`config.mk`:
```
export PLATFORM = sky130hd
export DESIGN_NAME = status_tx
export DESIGN_NICKNAME = d
export VERILOG_FILES = /design/src/rtl/enum_type.sv /design/src/rtl/bin_to_dec.sv /design/src/rtl/status_tx.sv
export SDC_FILE = /design/constraint.sdc
export NUM_CORES = 1
export LEC_CHECK = 0
export CAP_MARGIN = 20
export CORE_MARGIN = 1
export CORE_UTILIZATION = 45
export DETAILED_ROUTE_END_ITERATION = 10
export PLACE_DENSITY = 0.59
export SYNTH_ARGS = -nofsm -noshare
export SYNTH_HDL_FRONTEND = slang
export SYNTH_SLANG_ARGS = --single-unit
```
`constraint.sdc`:
```
create_clock -name clk -period 8.6 [get_ports clk]
set_clock_uncertainty 0.05 [all_clocks]
set_input_delay 0.86 -clock clk [delete_from_list [all_inputs] [get_ports clk]]
set_output_delay 0.86 -clock clk [all_outputs]
set_load 0.03 [all_outputs]
```
`src/rtl/enum_type.sv`:
```
// enum_type: FSM states, message kinds, ASCII constants and digit helpers shared by status_tx.
package enum_type;
  typedef enum logic [2:0] {IDLE, CONVERT, LOAD, SEND, WAIT_BUSY, WAIT_DONE} tx_state_type;
  typedef enum logic [1:0] {MSG_OVER, MSG_START, MSG_TIME} msg_kind_type;
  localparam logic [7:0] CR = 8'h0D;
  localparam logic [7:0] LF = 8'h0A;
  localparam logic [7:0] ZERO = 8'h30;
  localparam logic [3:0] LEN_OVER = 4'd12;
  localparam logic [3:0] LEN_START = 4'd7;
  localparam logic [3:0] LEN_TIME = 4'd6;
  localparam logic [6:0] CD_MAX = 7'd99;
  localparam logic [2:0] RETRY_LAST = 3'd7;
  function automatic logic [15:0] dec_weight(input logic [2:0] pos);
    return pos == 3'd0 ? 16'd10000 : pos == 3'd1 ? 16'd1000 : pos == 3'd2 ? 16'd100 :
           pos == 3'd3 ? 16'd10 : 16'd1;
  endfunction
  function automatic logic [7:0] ascii(input logic [3:0] d);
    return ZERO + {4'd0, d};
  endfunction
endpackage

```
`src/rtl/bin_to_dec.sv`:
```
// bin_to_dec: 16-bit binary to five BCD digits by repeated subtraction, start/done handshake.
module bin_to_dec
  import enum_type::*;
(
  input  logic        clk,
  input  logic        reset_n,
  input  logic        start,
  input  logic [15:0] bin,
  output logic [19:0] digits,
  output logic        done
);
  logic [15:0] rem;
  logic [15:0] w;
  logic [2:0]  pos;
  logic [3:0]  cnt;
  logic        run;
  assign w = dec_weight(pos);
  // One subtraction or one digit store per cycle: at most 45 + 5 cycles.
  always_ff @(posedge clk)
    if (!reset_n) begin
      run <= 1'b0;
      done <= 1'b0;
      rem <= 16'd0;
      pos <= 3'd0;
      cnt <= 4'd0;
      digits <= 20'd0;
    end else begin
      done <= 1'b0;
      if (start) begin
        run <= 1'b1;
        rem <= bin;
        pos <= 3'd0;
        cnt <= 4'd0;
      end else if (run) begin
        if (rem >= w) begin
          rem <= rem - w;
          cnt <= cnt + 4'd1;
        end else begin
          digits[{3'd4 - pos, 2'b00} +: 4] <= cnt;
          cnt <= 4'd0;
          pos <= pos + 3'd1;
          if (pos == 3'd4) begin
            run <= 1'b0;
            done <= 1'b1;
          end
        end
      end
    end
endmodule

```
`src/rtl/status_tx.sv`:
```
// status_tx: turns game START/OVER/second events into ASCII status lines sent byte by byte to a uart.
module status_tx
  import enum_type::*;
(
  input  logic        clk,
  input  logic        reset_n,
  input  logic        start,
  input  logic        over,
  input  logic        sec_tick,
  input  logic [6:0]  count_down,
  input  logic [15:0] score,
  input  logic        is_transmitting,
  output logic        transmit,
  output logic [7:0]  tx_byte,
  output logic        busy
);
  tx_state_type state, state_n;
  msg_kind_type kind;
  logic        start_q, over_q, p_over, p_start, p_time;
  logic        pick, sel_over, sel_start, sel_time, conv_done;
  logic [6:0]  cd_lat;
  logic [3:0]  idx, idx_inc, len;
  logic [2:0]  wd;
  logic [7:0]  byte_q;
  logic [7:0]  msg [12];
  logic [95:0] img;
  logic [19:0] digits;
  logic [15:0] conv_in;
  assign pick = state == IDLE && (p_over || p_start || p_time) && !is_transmitting;
  assign sel_over = pick && p_over;
  assign sel_start = pick && !p_over && p_start;
  assign sel_time = pick && !p_over && !p_start;
  assign conv_in = p_over ? score : {9'd0, cd_lat};
  assign idx_inc = idx + 4'd1;
  assign busy = state != IDLE;
  assign transmit = state == SEND;
  assign tx_byte = transmit ? msg[idx] : byte_q;
  // The converter captures its operand on pick, which is also when score is latched.
  bin_to_dec u_conv (
    .clk    (clk),
    .reset_n(reset_n),
    .start  (pick),
    .bin    (conv_in),
    .digits (digits),
    .done   (conv_done)
  );
  always_comb
    img = kind == MSG_OVER ? {"OVER ", ascii(digits[19:16]), ascii(digits[15:12]), ascii(digits[11:8]),
                              ascii(digits[7:4]), ascii(digits[3:0]), CR, LF} :
          kind == MSG_START ? {"START", CR, LF, 40'd0} :
          {"T=", ascii(digits[7:4]), ascii(digits[3:0]), CR, LF, 48'd0};
  always_ff @(posedge clk)
    if (state == LOAD)
      for (int i = 0; i < 12; i++) msg[i] <= img[8*(11-i) +: 8];
  always_comb begin
    state_n = state;
    case (state)
      IDLE:      state_n = pick ? CONVERT : IDLE;
      CONVERT:   state_n = conv_done ? LOAD : CONVERT;
      LOAD:      state_n = SEND;
      SEND:      state_n = WAIT_BUSY;
      WAIT_BUSY: state_n = is_transmitting ? WAIT_DONE : wd == RETRY_LAST ? SEND : WAIT_BUSY;
      WAIT_DONE: state_n = is_transmitting ? WAIT_DONE : idx_inc == len ? IDLE : SEND;
      default:   state_n = IDLE;
    endcase
  end
  always_ff @(posedge clk)
    if (!reset_n) begin
      state <= IDLE;
      start_q <= 1'b0;
      over_q <= 1'b0;
      p_over <= 1'b0;
      p_start <= 1'b0;
      p_time <= 1'b0;
      cd_lat <= 7'd0;
      kind <= MSG_TIME;
      len <= 4'd0;
      idx <= 4'd0;
      wd <= 3'd0;
      byte_q <= 8'd0;
    end else begin
      state <= state_n;
      start_q <= start;
      over_q <= over;
      p_over <= (over && !over_q) || (p_over && !sel_over);
      p_start <= (start && !start_q) || (p_start && !sel_start);
      p_time <= sec_tick || (p_time && !sel_time);
      if (sec_tick) cd_lat <= count_down > CD_MAX ? CD_MAX : count_down;
      if (pick) kind <= sel_over ? MSG_OVER : sel_start ? MSG_START : MSG_TIME;
      if (state == LOAD) begin
        len <= kind == MSG_OVER ? LEN_OVER : kind == MSG_START ? LEN_START : LEN_TIME;
        idx <= 4'd0;
      end
      if (state == SEND) begin
        byte_q <= msg[idx];
        wd <= 3'd0;
      end
      if (state == WAIT_BUSY && !is_transmitting) wd <= wd + 3'd1;
      if (state == WAIT_DONE && !is_transmitting) idx <= idx_inc;
    end
endmodule

```
# Yosys cells after proc, flatten, opt, wreduce, memory -nomap -nowiden
# Memories as Yosys holds them, arrays and structs flattened. A register that Yosys moved wholly into a read port is not among the register bits.
# Index checks and enable logic that the tools add are counted.
# totals
ff_bits	81
latchBits	0
ram_bits	96
rom_bits	0
inputBits	29
output_inout_bits	10
elab_cells	128
n_memories	1
# mem_list
name	words	width	rd	rd_clocked_by_memory_dff	wr	line_no	source
msg	12	8	1	1	12	status_tx.sv:25	logic [7:0] msg [12];
# classes
add_sub_neg	12
mul	0
n_div	0
magnitude_cmp	2
eq_ne	12
shift	2
n_mux	38
bitwise_logic	4
n_reduce_logical	39
# op_table
operator	n
2-to-1 mux 16 bit	7
2-to-1 mux 93 bit	1
2-to-1 mux 91 bit	1
adder 6 x 4 -> 7 bit, first input constant	5
2-to-1 mux 4 bit	7
bitwise mux 20 bit	1
variable shift 4 x 7 -> 20 bit, first input constant	1
indexed part select 4 x 7 -> 20 bit	1
one-hot mux 3 bit (6 select lines)	1
>= comparator 16 bit	1
subtractor 16 bit	1
2-to-1 mux 3 bit	5
logical AND 1 bit	13
== test 3 x 2 -> 1 bit, second input constant	4
== test 3 bit, second input constant	4
2-to-1 mux 1 bit	9
adder 4 x 1 -> 4 bit, second input constant	2
zero test 1 bit	8
2-to-1 mux 2 bit	4
2-to-1 mux 8 bit	1
nonzero test 2 bit	4
greater-than comparator 7 bit, second input constant	1
2-to-1 mux 7 bit	1
negation 5 -> 7 bit	1
other kinds (14)	25

# Depth between registers and ports, before layout
# depth
word_depth	9
ltp_mapped	16
mapped_depth_nobuf	14

# By module
# A second synthesis with hierarchy kept.
# unflattened
cells_unflattened	662
hier_area_um2	6326.1
# modules_own_cells
module	n_inst	cells_each	area_per_inst_um2	seq_area_each_um2
status_tx	1	337	3569.7	1821.7
bin_to_dec	1	325	2756.4	900.9

# Worst setup path after synthesis
# No wires, ideal clock.
# synth_timing
path_kind	register to register
start	register state[1]
end	register with a tool-made name
setup_time_ns	0.136
arrival_ns	4.209
required_ns	8.414
setup_slack_ns	4.205
path_stages_with_launch	6
n_path_buf	1
period_less_slack_ns	4.395
cell_sequence	dfxtp_1 > clkbuf_1 > nor3b_1 > nor2_1 > o21ai_0 > a21oi_1
# synth_lines
element	line_no	source
start, declared	status_tx.sv:17	tx_state_type state, state_n;
start signal, assigned	status_tx.sv:82	state <= state_n;

# Worst setup path after layout
# layout_timing
start	register u_conv.pos[0]
end	register u_conv.digits[14]
# layout_via
elab_chain_len	8
word_cells_on_any_way	16
classes_between	2 x add/sub; 1 x order compare; 3 x eq/ne; 2 x shift; 5 x mux; 1 x bitwise; 2 x reduce/logical
# layout_rtl
element	line_no	source
start, declared	bin_to_dec.sv:14	logic [2:0] pos;
start signal, assigned	bin_to_dec.sv:41	pos <= pos + 3'd1;
== test 3 x 2 -> 1 bit	enum_type.sv:15	pos == 3'd3 ? 16'd10 : 16'd1;
2-to-1 mux 4 bit	enum_type.sv:15	
2-to-1 mux 16 bit (3 in series)	enum_type.sv:14	return pos == 3'd0 ? 16'd10000 : pos == 3'd1 ? 16'd1000 : pos == 3'd2 ? 16'd100 :
>= comparator 16 bit	bin_to_dec.sv:35	if (rem >= w) begin
inverter 1 bit (no source line)	-	
AND reduction 3 bit (no source line)	-	
end signal, assigned by index	bin_to_dec.sv:39	digits[{3'd4 - pos, 2'b00} +: 4] <= cnt;
end, declared	bin_to_dec.sv:9	output logic [19:0] digits,
# Parallel ways exist; a longest one is shown, timed or not.
# A chain may end at the register's enable or synchronous reset.

==> impl_metrics.yaml <==
die:
  die_h_um: 120
  num_rows: 42
  start_util_pct: 46.7
  ios: 39
  fp.dieW_um: 120
  core_area_um2: 13300
  dieArea_um2: 14300
detailed_routing:
  drc_errors: 0
  routed_wl_um: 14400
  num_vias: 4971
  wl_per_cell_um: 16.2
  dr.pass1.iters: 4
  drtIter0Drc: 355
  ant_nets: 0
  vias_per_cell: 5.62
global_routing:
  grt_pass1_vias: 4800
  grt_pass1_wl_um: 24000
  grt.overflow.total: 0
  grt_max_degree: 52
  track_usage_pct: 21.6
  antenna_found_initial: 0
cts:
  clockRootBuffer: "clkbuf_16"
  cts.sinks: 119
  h-tree-depth: 4
  cts_tree: "yes"
  max-clock-path-buffers: 2
  cts.reportedPaths.clkPinSlew_ns: 0.05
  postCtsSetupRepairBufs: 0
  clk_latency_ns: 0.42
  numCtsBuffers: 17
  cts_resized: 0
  cts_hold_buf: 0
sta:
  slew_headroom_pct: 35.7
  finalSetupTns_ns: 0
  rsz0062_at_grt: "false"
  finalSetupViolations: 0
  min_period_ns: 4.39
  maxSlewViolCount: 0
  setup_ws_ns: 4.21
  fmax_mhz: 228
  finalHoldViolCount: 0
  period_share_pct: 51.0
  tightest_slew_ns: 0.961
synthesis:
  syn_nets: 733
  synthFlopType: "dfxtp_1"
  yosys.cell_count.top_type: "dfxtp_1"
  synth.distinct_cells: 66
  synth_async_sr_flop_share_pct: 0
  synthTopCellsByCount: "dfxtp_1, nand2_1, nor2_1"
  netlist_instances: 678
  ys_warn_count: 0
  yosys.area.top_type_share_pct: 27.3
  synth_edf_count: 34
  synthTopCellsByArea: "dfxtp_1, edfxtp_1, mux2i_1"
  synth-seq-cells: 119
  synth_area_leader_cell: "dfxtp_1"
  synth_area_um2: 6230
  ys_seq_area_share_pct: 43.7
  synth_area_per_cell_um2: 9.18
pwr:
  internal-power_w: 0.00119
  seqPwrFrac_pct: 37.2
  static-leakage-power_nw: 2.74
  p_sw_share_pct: 28.6
  power_frac_clock_pct: 42.5
  combinationalPowerShare_pct: 20.3
  power_density_nw_per_um2: 229
  vdd_drop_max_uv: 133
  p_switching_w: 0.000476
  finalPower_w: 0.00167
setup_path:
  cp.buffers_inverters: 2
  end_kind: "flip-flop"
  cp_data_arrival_time_ns: 4.63
  cp_top_family: "simple AND/OR/NAND/NOR gates"
  cp_max_fo: 9
  start_kind: "flip-flop"
  required_ns: 8.84
  critPathMostFrequentCell: "ha_1"
  crit_path_cell_trace: "inv_1 > ha_1 > ha_1 > a21oi_1 > nor3b_1 > ha_1 > inv_1 > fa_1 > a21oi_2 > o21ai_1 > a32oi_4 > nand3_2 > or4_1 > mux2i_1"
  worstSetupPathType: "reg2reg"
  crit_slowest_cell: "or4_1"
  max_stage_delay_ns: 0.69
place:
  numPortBuffers: 38
  dp_slack_ns: 4.31
  dp_hpwl_um: 9960
  gp_congestion: 0.906
finish:
  area_growth_pct: 16.8
  utilization_pct: 54.5
  layout.nets: 751
  final_layout_size_suffix_gt1_share_pct: 8.18
  n_antenna_cell: 0
min_path:
  hp-class: "reg2reg"
outcome:
  status: "complete, no violations"
job:
  drv_cap: 0
[per-stage QoR]
| step | instance area (um2) | instances | hold slack (ns) |
|---|---|---|---|
| after detailed placement | 6690 | 853 | 0.401 |
| after CTS | 7270 | 885 | 0.408 |
| after floorplan | 6230 | 678 | 0.382 |
| final | 7270 | 885 | 0.405 |
| after global placement | 6690 | 853 | 0.394 |
| after global routing | 7270 | 885 | 0.431 |
[worst min-delay path, stage by stage, from the launching register on]
cell and delay, ns:
dfxtp_1 0.31, nand2_1 0.05, a21oi_1 0.05
[per-layer routing]
| layer | wire length, um | GRT usage, % | part of all wire [%] | vias to the layer above |
|---|---|---|---|---|
| met5 | 0 | 0 | 0 | - |
| met4 | 400 | 10.4 | 2.8 | 0 |
| met3 | 466 | 4.66 | 3.2 | 37 |
| met2 | 6810 | 35.1 | 47 | 100 |
| met1 | 6700 | 27.2 | 47 | 2372 |
| li1 | - | - | - | 2462 |
[cell usage in the layout (no fill, tap or decap), drive strengths merged, types with 5 or more instances in the layout]
cell	instances
a311oi	5
xnor2	9
mux2	5
nand2	64
a22oi	6
or2	5
nor2b	7
nor3b	6
nor2	65
dfxtp	85
inv	20
edfxtp	34
nand3	27
nor3	7
and2	31
nand2b	11
ha	25
a21oi	57
or4	5
o21ai	35
or3	6
o211ai	8
clkdlybuf4s50	38
clkbuf	21
clkinv	8
nand3b	5
mux2i	37
xor2	8
nand4	6
[state kept, by name (all words and copies together) (netlist names), named ones only]
| name | count |
|---|---|
| p_over | 1 |
| u_conv.digits | 20 |
| wd | 3 |
| cd_lat | 7 |
| kind | 2 |
| u_conv.run | 1 |
| idx | 4 |
| byte_q | 8 |
| over_q | 1 |
| u_conv.cnt | 4 |
| msg | 34 |
| len | 4 |
| u_conv.rem | 16 |
| u_conv.done | 1 |
| p_time | 1 |
| u_conv.pos | 3 |
| p_start | 1 |
| state | 3 |
| start_q | 1 |
[worst paths after layout]
| check | startpoint | cells after the start | slack (ns) | end |
|---|---|---|---|---|
| setup / recovery | u_conv.pos[0] | 14 | 4.21 | u_conv.digits[14] |
| hold / removal | u_conv.digits[18] | 2 | 0.41 | u_conv.digits[18] |
| setup reg to reg | u_conv.pos[0] | 14 | 4.21 | u_conv.digits[14] |
| hold reg to reg | u_conv.digits[18] | 2 | 0.41 | u_conv.digits[18] |
[power groups by stage]
stage / Combinational, W / Sequential (W) / Clock [W]
floorplan: 0.000263 / 0.000618 / 0
global placement: 0.000328 / 0.000631 / 0
detailed placement: 0.000331 / 0.000631 / 0
CTS: 0.000334 / 0.000620 / 0.000719
global route: 0.000377 / 0.000623 / 0.000744
finish: 0.000338 / 0.000620 / 0.000709
[logic make-up after synthesis]
family,count (synthesis),share of synthesized area (%)
adder cells (fa/ha/maj),26,5.34
AO/OA/AOI/OAI,151,15.6
multiplexers,45,7.94
buffers and inverters,63,3.94
flip-flops,119,43.7
XOR/XNOR,17,2.39
AND/OR/NAND/NOR,257,21.1
[area by class of cell]
type,count,area [um2]
clock buffer,21,450
clock inverter,11,130
fill,1234,6070
multi-input combinational,496,3260
tap,176,220
timing repair buffer,42,410
inverter,20,75.1
sequential,119,2720
Note: power is estimated with default switching activity, not from simulation.
